**src/rtl/cam_pkg.sv**
```systemverilog
// Shared definitions for the camera capture front-end and the SPI readout block:
// capture FSM states and YUV422 byte-phase constants.
package cam_pkg;

    typedef enum logic [2:0] {
        IDLE,
        ARMED,
        LINE,
        FLUSH,
        END
    } cam_state_e;

    // Byte position within each href byte pair
    localparam logic PHASE_FIRST  = 1'b0;
    localparam logic PHASE_SECOND = 1'b1;

    function automatic logic luma_phase(input bit y_first);
        return y_first ? PHASE_FIRST : PHASE_SECOND;
    endfunction

endpackage

```
**src/rtl/cam_bin_capture_if.sv**
```systemverilog
// Camera-side inputs, runtime controls, frame-buffer write port and frame status
// of the capture block, bundled with capture-side (slave) and source-side (master) views.
interface cam_bin_capture_if #(
    parameter int ADDR_W  = 14,
    parameter int WORD_W  = 16,
    parameter int DECIM_W = 2
);
    logic               cam_vsync;
    logic               cam_href;
    logic [7:0]         cam_data;
    logic [7:0]         thresh;
    logic               invert;
    logic [DECIM_W-1:0] decim;

    logic               mem_we;
    logic [ADDR_W-1:0]  mem_addr;
    logic [WORD_W-1:0]  mem_wdata;
    logic               frame_done;
    logic [ADDR_W-1:0]  lines_captured;
    logic [ADDR_W-1:0]  words_written;
    logic               overflow;

    modport master (
        output cam_vsync, cam_href, cam_data, thresh, invert, decim,
        input  mem_we, mem_addr, mem_wdata, frame_done, lines_captured,
               words_written, overflow
    );

    modport slave (
        input  cam_vsync, cam_href, cam_data, thresh, invert, decim,
        output mem_we, mem_addr, mem_wdata, frame_done, lines_captured,
               words_written, overflow
    );

endinterface

```
**src/rtl/cam_bin_capture_bit_packer.sv**
```systemverilog
// Serial-in, LSB-first bit packer: emits a registered word one cycle after its
// last bit arrives, or a zero-padded partial word on flush.
module bit_packer #(
    parameter int WORD_W = 16
) (
    input  logic              clk,
    input  logic              nreset,
    input  logic              i_clear,
    input  logic              i_bit_valid,
    input  logic              i_bit,
    input  logic              i_flush,
    output logic              o_word_valid,
    output logic [WORD_W-1:0] o_word
);

    localparam int CNT_W = (WORD_W > 1) ? $clog2(WORD_W) : 1;
    localparam logic [CNT_W-1:0] LAST = CNT_W'(WORD_W - 1);

    logic [WORD_W-1:0] r_shift;
    logic [CNT_W-1:0]  r_cnt;
    logic [WORD_W-1:0] r_word;
    logic              r_valid;
    logic [WORD_W-1:0] w_full;

    // NOTE: default assignment first, then the override, so no latch can be inferred.
    always_comb begin
        w_full        = r_shift;
        w_full[r_cnt] = i_bit;
    end

    // NOTE: sequential state uses non-blocking assignments only.
    always_ff @(posedge clk) begin
        if (!nreset || i_clear) begin
            r_shift <= '0;
            r_cnt   <= '0;
            r_word  <= '0;
            r_valid <= 1'b0;
        end else begin
            r_valid <= 1'b0;
            if (i_bit_valid) begin
                if (r_cnt == LAST) begin
                    r_word  <= w_full;
                    r_valid <= 1'b1;
                    r_shift <= '0;
                    r_cnt   <= '0;
                end else begin
                    r_shift[r_cnt] <= i_bit;
                    r_cnt          <= r_cnt + 1'b1;
                end
            end else if (i_flush && (r_cnt != '0)) begin
                // Upper bits of r_shift are still zero from the last emission
                r_word  <= r_shift;
                r_valid <= 1'b1;
                r_shift <= '0;
                r_cnt   <= '0;
            end
        end
    end

    assign o_word_valid = r_valid;
    assign o_word       = r_word;

endmodule

```
**src/rtl/cam_bin_capture.sv**
```systemverilog
// Camera capture front-end: extracts luma from a YUV422 byte stream, decimates,
// binarises and packs pixels into words written to the frame buffer, with per-frame status.
module cam_bin_capture
    import cam_pkg::*;
#(
    parameter int LINE_PIX  = 32,
    parameter int MAX_LINES = 64,
    parameter int WORD_W    = 16,
    parameter int ADDR_W    = 14,
    parameter bit Y_FIRST   = 1'b1,
    parameter int DECIM_W   = 2
) (
    input  logic           cam_pclk,
    input  logic           nreset,
    cam_bin_capture_if.slave bus
);

    localparam int PIX_CW  = $clog2(LINE_PIX) + 1;
    localparam int LINE_CW = $clog2(MAX_LINES) + 1;
    localparam logic [PIX_CW-1:0]  PIX_LIM  = PIX_CW'(LINE_PIX);
    localparam logic [LINE_CW-1:0] LINE_LIM = LINE_CW'(MAX_LINES);
    localparam logic [ADDR_W-1:0]  ADDR_MAX = '1;

    cam_state_e         r_state;
    cam_state_e         w_state_nxt;
    logic               r_vsync_prev;
    logic               r_href_prev;
    logic               r_end_pend;
    logic               r_phase;
    logic [DECIM_W-1:0] r_dcnt;
    logic               r_line_drop;
    logic [PIX_CW-1:0]  r_pix_cnt;
    logic [LINE_CW-1:0] r_line_cnt;
    logic [ADDR_W-1:0]  r_addr;
    logic [ADDR_W-1:0]  r_word_cnt;
    logic               r_overflow;
    logic               r_frame_done;
    logic [ADDR_W-1:0]  r_lines_cap;
    logic [ADDR_W-1:0]  r_words_wr;

    logic               w_vsync_rise;
    logic               w_vsync_fall;
    logic               w_href_rise;
    logic               w_href_fall;
    logic               w_frame_start;
    logic               w_line_start;
    logic               w_in_line;
    logic               w_do_flush;
    logic               w_do_end;
    logic               w_byte;
    logic               w_phase;
    logic               w_is_luma;
    logic [DECIM_W-1:0] w_dcnt;
    logic               w_drop;
    logic [PIX_CW-1:0]  w_pix_cnt;
    logic               w_keep_cand;
    logic               w_keep;
    logic               w_pix_ovf;
    logic               w_line_ovf;
    logic               w_bit;
    logic               w_we;
    logic [WORD_W-1:0]  w_word;
    logic [ADDR_W-1:0]  w_word_cnt_nxt;

    assign w_vsync_rise = !r_vsync_prev &&  bus.cam_vsync;
    assign w_vsync_fall =  r_vsync_prev && !bus.cam_vsync;
    assign w_href_rise  = !r_href_prev  &&  bus.cam_href;
    assign w_href_fall  =  r_href_prev  && !bus.cam_href;

    always_ff @(posedge cam_pclk) begin
        if (!nreset) begin
            r_state <= IDLE;
        end else begin
            r_state <= w_state_nxt;
        end
    end

    always_comb begin
        w_state_nxt = r_state;
        unique case (r_state)
            IDLE:    if (w_vsync_fall) w_state_nxt = ARMED;
            ARMED: begin
                if (w_vsync_rise)     w_state_nxt = END;
                else if (w_href_rise) w_state_nxt = LINE;
            end
            LINE:    if (w_vsync_rise || w_href_fall) w_state_nxt = FLUSH;
            // A vsync rise seen during the line (r_end_pend) or now still ends the frame
            FLUSH:   w_state_nxt = (r_end_pend || w_vsync_rise) ? END : ARMED;
            END:     w_state_nxt = IDLE;
            default: w_state_nxt = IDLE;
        endcase
    end

    always_comb begin
        w_frame_start = (r_state == IDLE) && w_vsync_fall;
        w_line_start  = (r_state == ARMED) && w_href_rise && !w_vsync_rise;
        w_in_line     = ((r_state == LINE) && !w_vsync_rise) || w_line_start;
        w_do_flush    = (r_state == FLUSH);
        w_do_end      = (r_state == END);
    end

    // The byte on the href-rise cycle is the first of the line, so line-local
    // counters are taken as restarted in that same cycle.
    assign w_byte      = w_in_line && bus.cam_href;
    assign w_phase     = w_line_start ? PHASE_FIRST : r_phase;
    assign w_is_luma   = w_byte && (w_phase == luma_phase(Y_FIRST));
    assign w_dcnt      = w_line_start ? '0 : r_dcnt;
    assign w_drop      = w_line_start ? (r_line_cnt == LINE_LIM) : r_line_drop;
    assign w_pix_cnt   = w_line_start ? '0 : r_pix_cnt;
    assign w_keep_cand = w_is_luma && (w_dcnt == '0) && !w_drop;
    assign w_keep      = w_keep_cand && (w_pix_cnt != PIX_LIM);
    assign w_pix_ovf   = w_keep_cand && (w_pix_cnt == PIX_LIM);
    assign w_line_ovf  = w_line_start && (r_line_cnt == LINE_LIM);
    assign w_bit       = (bus.cam_data >= bus.thresh) ^ bus.invert;

    bit_packer #(
        .WORD_W (WORD_W)
    ) u_packer (
        .clk          (cam_pclk),
        .nreset       (nreset),
        .i_clear      (w_frame_start),
        .i_bit_valid  (w_keep),
        .i_bit        (w_bit),
        .i_flush      (w_do_flush),
        .o_word_valid (w_we),
        .o_word       (w_word)
    );

    assign w_word_cnt_nxt = (w_we && (r_word_cnt != ADDR_MAX)) ? r_word_cnt + 1'b1 : r_word_cnt;

    always_ff @(posedge cam_pclk) begin
        if (!nreset) begin
            r_vsync_prev <= 1'b0;
            r_href_prev  <= 1'b0;
            r_end_pend   <= 1'b0;
            r_phase      <= PHASE_FIRST;
            r_dcnt       <= '0;
            r_line_drop  <= 1'b0;
            r_pix_cnt    <= '0;
        end else begin
            r_vsync_prev <= bus.cam_vsync;
            r_href_prev  <= bus.cam_href;
            r_end_pend   <= (r_state == LINE) && w_vsync_rise;
            r_phase      <= w_byte ? ~w_phase : w_phase;
            r_dcnt       <= w_is_luma ? ((w_dcnt == bus.decim) ? '0 : w_dcnt + 1'b1) : w_dcnt;
            r_line_drop  <= w_drop;
            r_pix_cnt    <= w_keep ? w_pix_cnt + 1'b1 : w_pix_cnt;
        end
    end

    always_ff @(posedge cam_pclk) begin
        if (!nreset) begin
            r_line_cnt <= '0;
            r_addr     <= '0;
            r_word_cnt <= '0;
            r_overflow <= 1'b0;
        end else if (w_frame_start) begin
            r_line_cnt <= '0;
            r_addr     <= '0;
            r_word_cnt <= '0;
            r_overflow <= 1'b0;
        end else begin
            if (w_do_flush && (r_pix_cnt != '0)) begin
                r_line_cnt <= r_line_cnt + 1'b1;
            end
            // Address saturates at the top of the buffer rather than wrapping
            if (w_we && (r_addr != ADDR_MAX)) begin
                r_addr <= r_addr + 1'b1;
            end
            r_word_cnt <= w_word_cnt_nxt;
            if (w_pix_ovf || w_line_ovf || (w_we && (r_addr == ADDR_MAX))) begin
                r_overflow <= 1'b1;
            end
        end
    end

    always_ff @(posedge cam_pclk) begin
        if (!nreset) begin
            r_frame_done <= 1'b0;
            r_lines_cap  <= '0;
            r_words_wr   <= '0;
        end else begin
            r_frame_done <= w_do_end;
            if (w_do_end) begin
                // A flush word may be on the port during END; count it in.
                r_lines_cap <= ADDR_W'(r_line_cnt);
                r_words_wr  <= w_word_cnt_nxt;
            end
        end
    end

    assign bus.mem_we         = w_we;
    assign bus.mem_addr       = r_addr;
    assign bus.mem_wdata      = w_word;
    assign bus.frame_done     = r_frame_done;
    assign bus.lines_captured = r_lines_cap;
    assign bus.words_written  = r_words_wr;
    assign bus.overflow       = r_overflow;

endmodule
```
**src/flat_wrapper.sv**
```systemverilog
// flat-port wrapper written by rule: the top's interface ports become plain ports
module cam_bin_capture_flat import cam_pkg::*;
#(
    parameter int LINE_PIX  = 32,
    parameter int MAX_LINES = 64,
    parameter int WORD_W    = 16,
    parameter int ADDR_W    = 14,
    parameter bit Y_FIRST   = 1'b1,
    parameter int DECIM_W   = 2
)
  (cam_pclk, nreset, bus_cam_vsync, bus_cam_href, bus_cam_data, bus_thresh, bus_invert, bus_decim, bus_mem_we, bus_mem_addr, bus_mem_wdata, bus_frame_done, bus_lines_captured, bus_words_written, bus_overflow);
  cam_bin_capture_if #(.ADDR_W(ADDR_W), .WORD_W(WORD_W), .DECIM_W(DECIM_W)) bus_i ();
  input  logic cam_pclk;
  input  logic nreset;
  input wire logic [$bits(bus_i.cam_vsync)-1:0] bus_cam_vsync;
  input wire logic [$bits(bus_i.cam_href)-1:0] bus_cam_href;
  input wire logic [$bits(bus_i.cam_data)-1:0] bus_cam_data;
  input wire logic [$bits(bus_i.thresh)-1:0] bus_thresh;
  input wire logic [$bits(bus_i.invert)-1:0] bus_invert;
  input wire logic [$bits(bus_i.decim)-1:0] bus_decim;
  output wire logic [$bits(bus_i.mem_we)-1:0] bus_mem_we;
  output wire logic [$bits(bus_i.mem_addr)-1:0] bus_mem_addr;
  output wire logic [$bits(bus_i.mem_wdata)-1:0] bus_mem_wdata;
  output wire logic [$bits(bus_i.frame_done)-1:0] bus_frame_done;
  output wire logic [$bits(bus_i.lines_captured)-1:0] bus_lines_captured;
  output wire logic [$bits(bus_i.words_written)-1:0] bus_words_written;
  output wire logic [$bits(bus_i.overflow)-1:0] bus_overflow;
  assign bus_i.cam_vsync = bus_cam_vsync;
  assign bus_i.cam_href = bus_cam_href;
  assign bus_i.cam_data = bus_cam_data;
  assign bus_i.thresh = bus_thresh;
  assign bus_i.invert = bus_invert;
  assign bus_i.decim = bus_decim;
  assign bus_mem_we = bus_i.mem_we;
  assign bus_mem_addr = bus_i.mem_addr;
  assign bus_mem_wdata = bus_i.mem_wdata;
  assign bus_frame_done = bus_i.frame_done;
  assign bus_lines_captured = bus_i.lines_captured;
  assign bus_words_written = bus_i.words_written;
  assign bus_overflow = bus_i.overflow;
  cam_bin_capture #(.LINE_PIX(LINE_PIX), .MAX_LINES(MAX_LINES), .WORD_W(WORD_W), .ADDR_W(ADDR_W), .Y_FIRST(Y_FIRST), .DECIM_W(DECIM_W)) u_core (.cam_pclk(cam_pclk), .nreset(nreset), .bus(bus_i));
endmodule
```
**config.mk**
```make
export PLATFORM = sky130hd
export DESIGN_NAME = cam_bin_capture_flat
export DESIGN_NICKNAME = d
export VERILOG_FILES = /design/src/rtl/cam_pkg.sv /design/src/rtl/cam_bin_capture_if.sv /design/src/rtl/cam_bin_capture_bit_packer.sv /design/src/rtl/cam_bin_capture.sv /design/src/flat_wrapper.sv
export SDC_FILE = /design/constraint.sdc
export NUM_CORES = 1
export LEC_CHECK = 0
export CAP_MARGIN = 5
export CORE_MARGIN = 8
export CORE_UTILIZATION = 49
export CTS_CLUSTER_DIAMETER = 60
export DETAILED_ROUTE_END_ITERATION = 16
export GPL_ROUTABILITY_DRIVEN = 0
export PLACE_DENSITY = 0.76
export SLEW_MARGIN = 20
export SYNTH_ARGS = -nofsm -noshare
export SYNTH_HDL_FRONTEND = slang
export SYNTH_HIERARCHICAL = 1
export SYNTH_SLANG_ARGS = --single-unit
export TNS_END_PERCENT = 5
```
**constraint.sdc**
```tcl
create_clock -name cam_pclk -period 2.8 [get_ports cam_pclk]
set_clock_uncertainty 0.1 [all_clocks]
set_input_delay 0.42 -clock cam_pclk [delete_from_list [all_inputs] [get_ports cam_pclk]]
set_output_delay 0.42 -clock cam_pclk [all_outputs]
set_load 0.1 [all_outputs]
```
### After elaboration in Yosys (flattened, before gate mapping)

Cells that the tools add are included.

* register bits after elaboration: 111
* logic and storage cells: 120
* input bits: 23
* output and inout bits: 61

* reduce and logical (&&, ||, !) cells: 43
* add/sub/neg operators: 6
* $lt $le $gt $ge: 3
* equality and inequality tests: 16
* muxes and demuxes: 30
* bitwise gates (word level): 3

Operators by type and width (count)
* 2-to-1 mux 16 bit: 6
* adder 14 x 1 -> 14 bit (second input constant): 2
* != test 14 bit (second input constant): 2
* logical AND 1 bit: 22
* bitwise mux 16 bit: 1
* 2-to-1 mux 3 bit: 5
* equality test 14 bit (second input constant): 1
* 2-to-1 mux 14 bit: 1
* 2-to-1 mux 4 bit: 3
* 2-to-1 mux 6 bit: 2
* case mux 3 bit (4 select lines): 1
* greater-or-equal comparator 8 bit: 1
* adder 7 x 1 -> 7 bit (second input constant): 1
* equality test 7 bit (second input constant): 1
* logical NOT 1 bit: 7
* 2-to-1 mux 1 bit: 7
* adder 6 x 1 -> 6 bit (second input constant): 1
* equality test 3 x 2 -> 1 bit (second input constant): 2
* equality test 6 bit (second input constant): 1
* logical OR 1 bit: 6
* 2-to-1 mux 2 bit: 3
* != test 6 bit (second input constant): 1
* nonzero test 6 bit: 1
* < comparator 4 x 5 -> 1 bit (second input constant): 1
* other kinds (20): 22

### Depth between registers and ports, before layout

* depth after elaboration: 12
* depth in mapped cells: 15
* gate-level depth less buffers: 12

### Cells and area by module

The synthesis kept the hierarchy.

Modules (own cells, without submodules)
* cam_bin_capture: times used 1, cells an instance 436, sequential area each 1481.4 um^2, area an instance 3688.5 um^2
* bit_packer: times used 1, cells an instance 226, sequential area each 740.7 um^2, area an instance 1940.6 um^2

### Worst setup path after synthesis

OpenSTA, ideal clock, no wires.

* kind: register to register
* from: reg u_core.r_state[1]
* to: reg u_core.u_packer.r_word[14] (netlist: u_core/u_packer/o_word[14])
* period minus slack after synthesis: 2699 ps
* path buffers: 2
* setup time: 71 ps
* data required time: 2629 ps
* path slack: 101 ps
* arrival: 2528 ps
* stages on the path, launching flop included: 15
* path through: dfxtp_1 > buf_6 > nor3b_4 > nand4b_4 > nand2_1 > ha_1 > a31oi_1 > mux2_4 > nand2_1 > inv_1 > nand2b_1 > o211ai_2 > clkbuf_1 > o21ai_0 > a21oi_1

* cells in the longest elaborated chain, start to end: 11
* elaborated cells between the ends (all ways): 28
* classes of those cells: eq/ne (5); mux (5); bitwise (1); reduce/logical (17)

RTL lines
* start: declaration: line cam_bin_capture.sv:24 `cam_state_e r_state;`
* start signal: assignment: line cam_bin_capture.sv:74 `r_state <= w_state_nxt;`
* equality test 3 x 1 -> 1 bit: line cam_bin_capture.sv:96 `w_line_start = (r_state == ARMED) && w_href_rise && !w_vsync_rise;`
* logical AND 1 bit (2 in series): line cam_bin_capture.sv:96
* 2-to-1 mux 1 bit or logical OR 1 bit (tied branches): line cam_bin_capture.sv:105, cam_bin_capture.sv:97
* inverter 1 bit or logical AND 1 bit (tied branches): line cam_bin_capture.sv:106, cam_bin_capture.sv:104
* logical AND 1 bit: line cam_bin_capture.sv:106 `assign w_is_luma = w_byte && (w_phase == luma_phase(Y_FIRST));`
* logical AND 1 bit (2 in series): line cam_bin_capture.sv:110 `assign w_keep_cand = w_is_luma && (w_dcnt == '0) && !w_drop;`
* logical AND 1 bit (*): line cam_bin_capture.sv:111 `assign w_keep = w_keep_cand && (w_pix_cnt != PIX_LIM);`
* via u_core.w_keep: line cam_bin_capture.sv:57 `logic w_keep;`
* != test 2 bit (no line) or nonzero test 2 bit (tied branches)
* AND reduction 2 bit (no line)
* end signal: assignment: line cam_bin_capture_bit_packer.sv:42 `r_word <= w_full;`
* end signal: assignment: line cam_bin_capture_bit_packer.sv:52 `r_word <= r_shift;`
* end: declaration: line cam_bin_capture_bit_packer.sv:21 `logic [WORD_W-1:0] r_word;`

Mark *: on every way through the listed nets, which the timed path passes. The rest lies on a longest branch.
A chain may end at the register's enable or synchronous reset.

### Worst setup path after layout

* from: in bus_cam_vsync
* to: reg u_core.u_packer.r_word[11] (netlist: u_core/u_packer/o_word[11])

* cells in the longest elaborated chain, start to end: 11
* elaborated cells between the ends (all ways): 26
* classes of those cells: eq/ne (2); mux (5); bitwise (1); reduce/logical (18)

RTL lines
* start: declaration: line flat_wrapper.sv:15 `input wire logic [$bits(bus_i.cam_vsync)-1:0] bus_cam_vsync;`
* logical AND 1 bit (*): line cam_bin_capture.sv:65 `assign w_vsync_rise = !r_vsync_prev && bus.cam_vsync;`
* logical NOT 1 bit (*): line cam_bin_capture.sv:96, cam_bin_capture.sv:97
* logical AND 1 bit, on equally long branches: line cam_bin_capture.sv:96, cam_bin_capture.sv:97
* 2-to-1 mux 1 bit or logical OR 1 bit (tied branches): line cam_bin_capture.sv:105, cam_bin_capture.sv:97
* inverter 1 bit or logical AND 1 bit (tied branches): line cam_bin_capture.sv:106, cam_bin_capture.sv:104
* logical AND 1 bit: line cam_bin_capture.sv:106
* logical AND 1 bit (2 in series): line cam_bin_capture.sv:110
* logical AND 1 bit (*): line cam_bin_capture.sv:111
* via u_core.w_keep: line cam_bin_capture.sv:57
* != test 2 bit (no line) or nonzero test 2 bit (tied branches)
* AND reduction 2 bit (no line)

Marked as above.

==> flow_summary.toml <==
[run_status]
outcome = "complete, no violations"

[synthesis]
synthAdderAreaFrac_pct = 4.445
synth-xor-area-share_pct = 4.045
avgSynthCellArea_um2 = 8.503
ys_seq_area_share_pct = 39.48
synth-edff-count = 0
ys.flop_type = "dfxtp_1"
syn_area_um2 = 5629
ys_seq_elements = 111
yosysUniqueCellTypes = 65
synth_top_cell_area_share_pct = 39.48
yosys-top-cells-area = "dfxtp_1 (39%), a21oi_1 (4.9%), nand2_1 (4.5%)"
netlist_instances = 662
yosys_warnings = 6
synth_top_family_by_area = "simple AND/OR/NAND/NOR gates"
synthMuxAreaShare_pct = 4.001
async_flop_share_pct = 0
synth-simple-area-share_pct = 23.81
synth_top_cell_by_area = "dfxtp_1"
synth-compound-area-share_pct = 17.31

[worst_setup_path]
crit_type = "input port to flop"
crit_family = "buffers and inverters"
setup.worst_path.end_class = "flop"
cp.buffers_inverters = 4
cp_slowest_cell = "clkdlybuf4s50_1"
crit_top_cell = "nand2_1"
crit_start = "bus_cam_vsync"
reg2reg_from = "u_core/r_state[1]"
critical-path-max-stage-delay_ns = 0.43
cp.required_ns = 2.94
crit_arrival_ns = 2.80
worstPathMaxFanout = 17
cp_cell_sequence = "clkdlybuf4s50_1 -> nand2b_1 -> nand4b_4 -> nand2_1 -> ha_1 -> a31oi_1 -> mux2_4 -> nand2_1 -> inv_2 -> nand2b_4 -> o211ai_4 -> buf_4 -> clkbuf_16 -> a21oi_1"
cp-start-kind = "input port"

[layout]
fin_nets = 786
fin_area_um2 = 6864
synthToLayoutAreaGrowth_pct = 21.94
drive_above_1_share_pct = 19.92
diodes = 0

[clocking]
cts_made_buffers = 9
clock-sinks = 111
cts.path.max_buffers = 2
cts_tree = "yes"
h-tree-depth = 3
clock_latency_ns = 0.35
cts.clk_slew.worst_paths_ns = 0.08
root_buffer = "clkbuf_16"
hold_buffers = 0

[power]
ir_drop_mv = 0.3631
p_total_mw = 3.208
p_per_area_nw_per_um2 = 467.3
p_leak_nw = 2.700

[grt]
grt_pass1_wl_mm = 21.84
overflow = 0
grt_usage_pct = 17.44
grt_pass1_vias = 4715
grt_max_degree = 37
antenna_found_initial = 0

[floorplanning]
initial_utilization_pct = 49.72
coreArea_um2 = 11320
fp.dieH_um = 123.2
fp.dieW_um = 123.2
pin_count = 84
die_area_um2 = 15170
fp-row-count = 39

[sta]
maxSlewViolCount = 0
period_share_pct = 94.90
finalCriticalPeriod_ns = 2.657
fmax_mhz = 376.3
finalSetupViolCount = 0
rsz0062_at_grt = "false"
hold_violations = 0
slew_headroom_pct = 52.38
worstMarginPinSlew_ns = 0.7111

[route]
vias = 4963
drt-pass1-iter-count = 5
avgViaCountPerCell = 5.570
avgRoutedWirePerCell_um = 15.06
drtAntennaViolNets = 0
routed_wl_mm = 13.42
drc = 0
first_iter_violations = 421

[place]
place_area_um2 = 6469
place_hpwl_mm = 9.534
portBuffers = 76

[worst_hold_path]
hold_path.class = "flop to flop"
hp-start = "u_core/u_packer/r_shift[15]"

[job]
max_cap_violations = 0
## layout make-up
type / count / area (um2)
Timing Repair Buffer: 111 / 943.4
Inverter: 34 / 127.6
Fill cell: 973 / 4457
Sequential cell: 111 / 2222
Clock inverter: 7 / 87.58
Multi-Input combinational cell: 476 / 3079
Clock buffer: 9 / 225.2
Tap cell: 143 / 178.9
## worst paths after layout
| kind | to | slack, ns | depth (start not counted) |
|---|---|---|---|
| max reg2reg | u_core/u_packer/o_word[11] | 0.18 | 13 |
| min reg2reg | u_core/u_packer/r_shift[15] | 0.34 | 2 |
| min | u_core/u_packer/r_shift[15] | 0.34 | 2 |
| max | u_core/u_packer/o_word[11] | 0.14 | 14 |
## metal layers
layer | share of wire (%) | global-route usage, % | up-vias
met2 | 48 | 28.93 | 140
met4 | 1.3 | 5.944 | 0
li1 | - | - | 2461
met3 | 6.2 | 4.247 | 16
met5 | 0 | 0 | -
met1 | 45 | 21.73 | 2346
## cell usage after synthesis (3+ instances only)
cell / n
and3_1: 6
or3_1: 6
a211oi_1: 4
o21ai_0: 35
inv_1: 33
buf_4: 9
mux2i_1: 21
nor4_2: 3
nand3_1: 35
a21oi_2: 10
clkbuf_1: 22
nor4_1: 6
o21a_1: 5
nand3b_1: 3
buf_2: 8
a41oi_1: 3
o22ai_2: 8
buf_6: 5
and2_1: 5
and4_1: 3
nand2b_1: 11
xor2_1: 15
nor2b_1: 8
a31oi_1: 4
dfxtp_1: 111
o211ai_1: 3
a21oi_1: 55
ha_1: 20
nand4_1: 13
buf_1: 3
nand4_2: 3
nand2_1: 68
nor2_1: 56
nor3_1: 13
o22ai_1: 5
xnor2_1: 11
## timing repair
action / CTS / global route
setup endpoints to repair: 0 / 31
gates resized for setup: 0 / 7
buffers inserted: 0 / 3
hold endpoints to repair: 0 / 0
## layout by cell type (no fill, tap or decap), types with 13 or more instances in the layout
master           instances
ha_1                    20
mux2i_1                 21
nand2_1                 68
inv_1                   32
nor2_1                  56
a21oi_1                 55
nand4_1                 13
xor2_1                  15
nor3_1                  13
dfxtp_1                111
clkdlybuf4s50_1         22
buf_4                   85
nand3_1                 35
o21ai_0                 35
## power breakdown
group          total (mW)  switching, mW  internal, mW
registers            1.59        0.00753          1.59
logic               0.316          0.199         0.117
clock network        1.30          0.655         0.641
total                3.21          0.862          2.35
## per-stage QoR
step | utilization, % | setup WS (ns) | hold slack [ns] | TNS (ns) | instances
2_1_floorplan | - | 0.1009 | 0.3093 | 0 | 668
3_3_place_gp | 57.14 | -0.1521 | 0.3228 | -3.743 | 871
3_5_place_dp | 57.14 | -0.3085 | 0.3298 | -7.947 | 871
4_1_cts | 59.90 | 0.05337 | 0.3416 | 0 | 887
5_1_grt | 60.63 | 0.009585 | 0.3687 | 0 | 891
6_report | 60.63 | 0.1427 | 0.3418 | 0 | 891
## state kept, by name (all words and copies together), names as in the netlist, 2 cells and up
signal                     cells
u_core/bus.words_written      14
u_core/r_pix_cnt               6
u_core/r_state                 3
u_core/bus.lines_captured      7
u_core/u_packer/o_word        16
u_core/bus.mem_addr           14
u_core/r_word_cnt             14
u_core/r_line_cnt              7
u_core/u_packer/r_shift       16
u_core/r_dcnt                  2
u_core/u_packer/r_cnt          4
## cells by family (layout without fill, tap and decap cells)
kind of cell / after synthesis / in the layout
buffers and inverters: 81 / 161
adder cells (fa/ha/maj): 20 / 20
other: 1 / 7
flip-flops: 111 / 111
multiplexers: 22 / 22
XOR/XNOR: 26 / 26
AND/OR/NAND/NOR: 254 / 254
AO/OA/AOI/OAI: 147 / 147
## worst register-to-register path, stage by stage, from the launching register on
cell	delay [ns]
dfxtp_1	0.35
nor3b_4	0.28
nand4b_4	0.14
nand2_1	0.12
ha_1	0.17
a31oi_1	0.08
mux2_4	0.28
nand2_1	0.11
inv_2	0.08
nand2b_4	0.16
o211ai_4	0.24
buf_4	0.17
clkbuf_16	0.16
a21oi_1	0.07
Note: power is estimated with default switching activity, not from simulation.
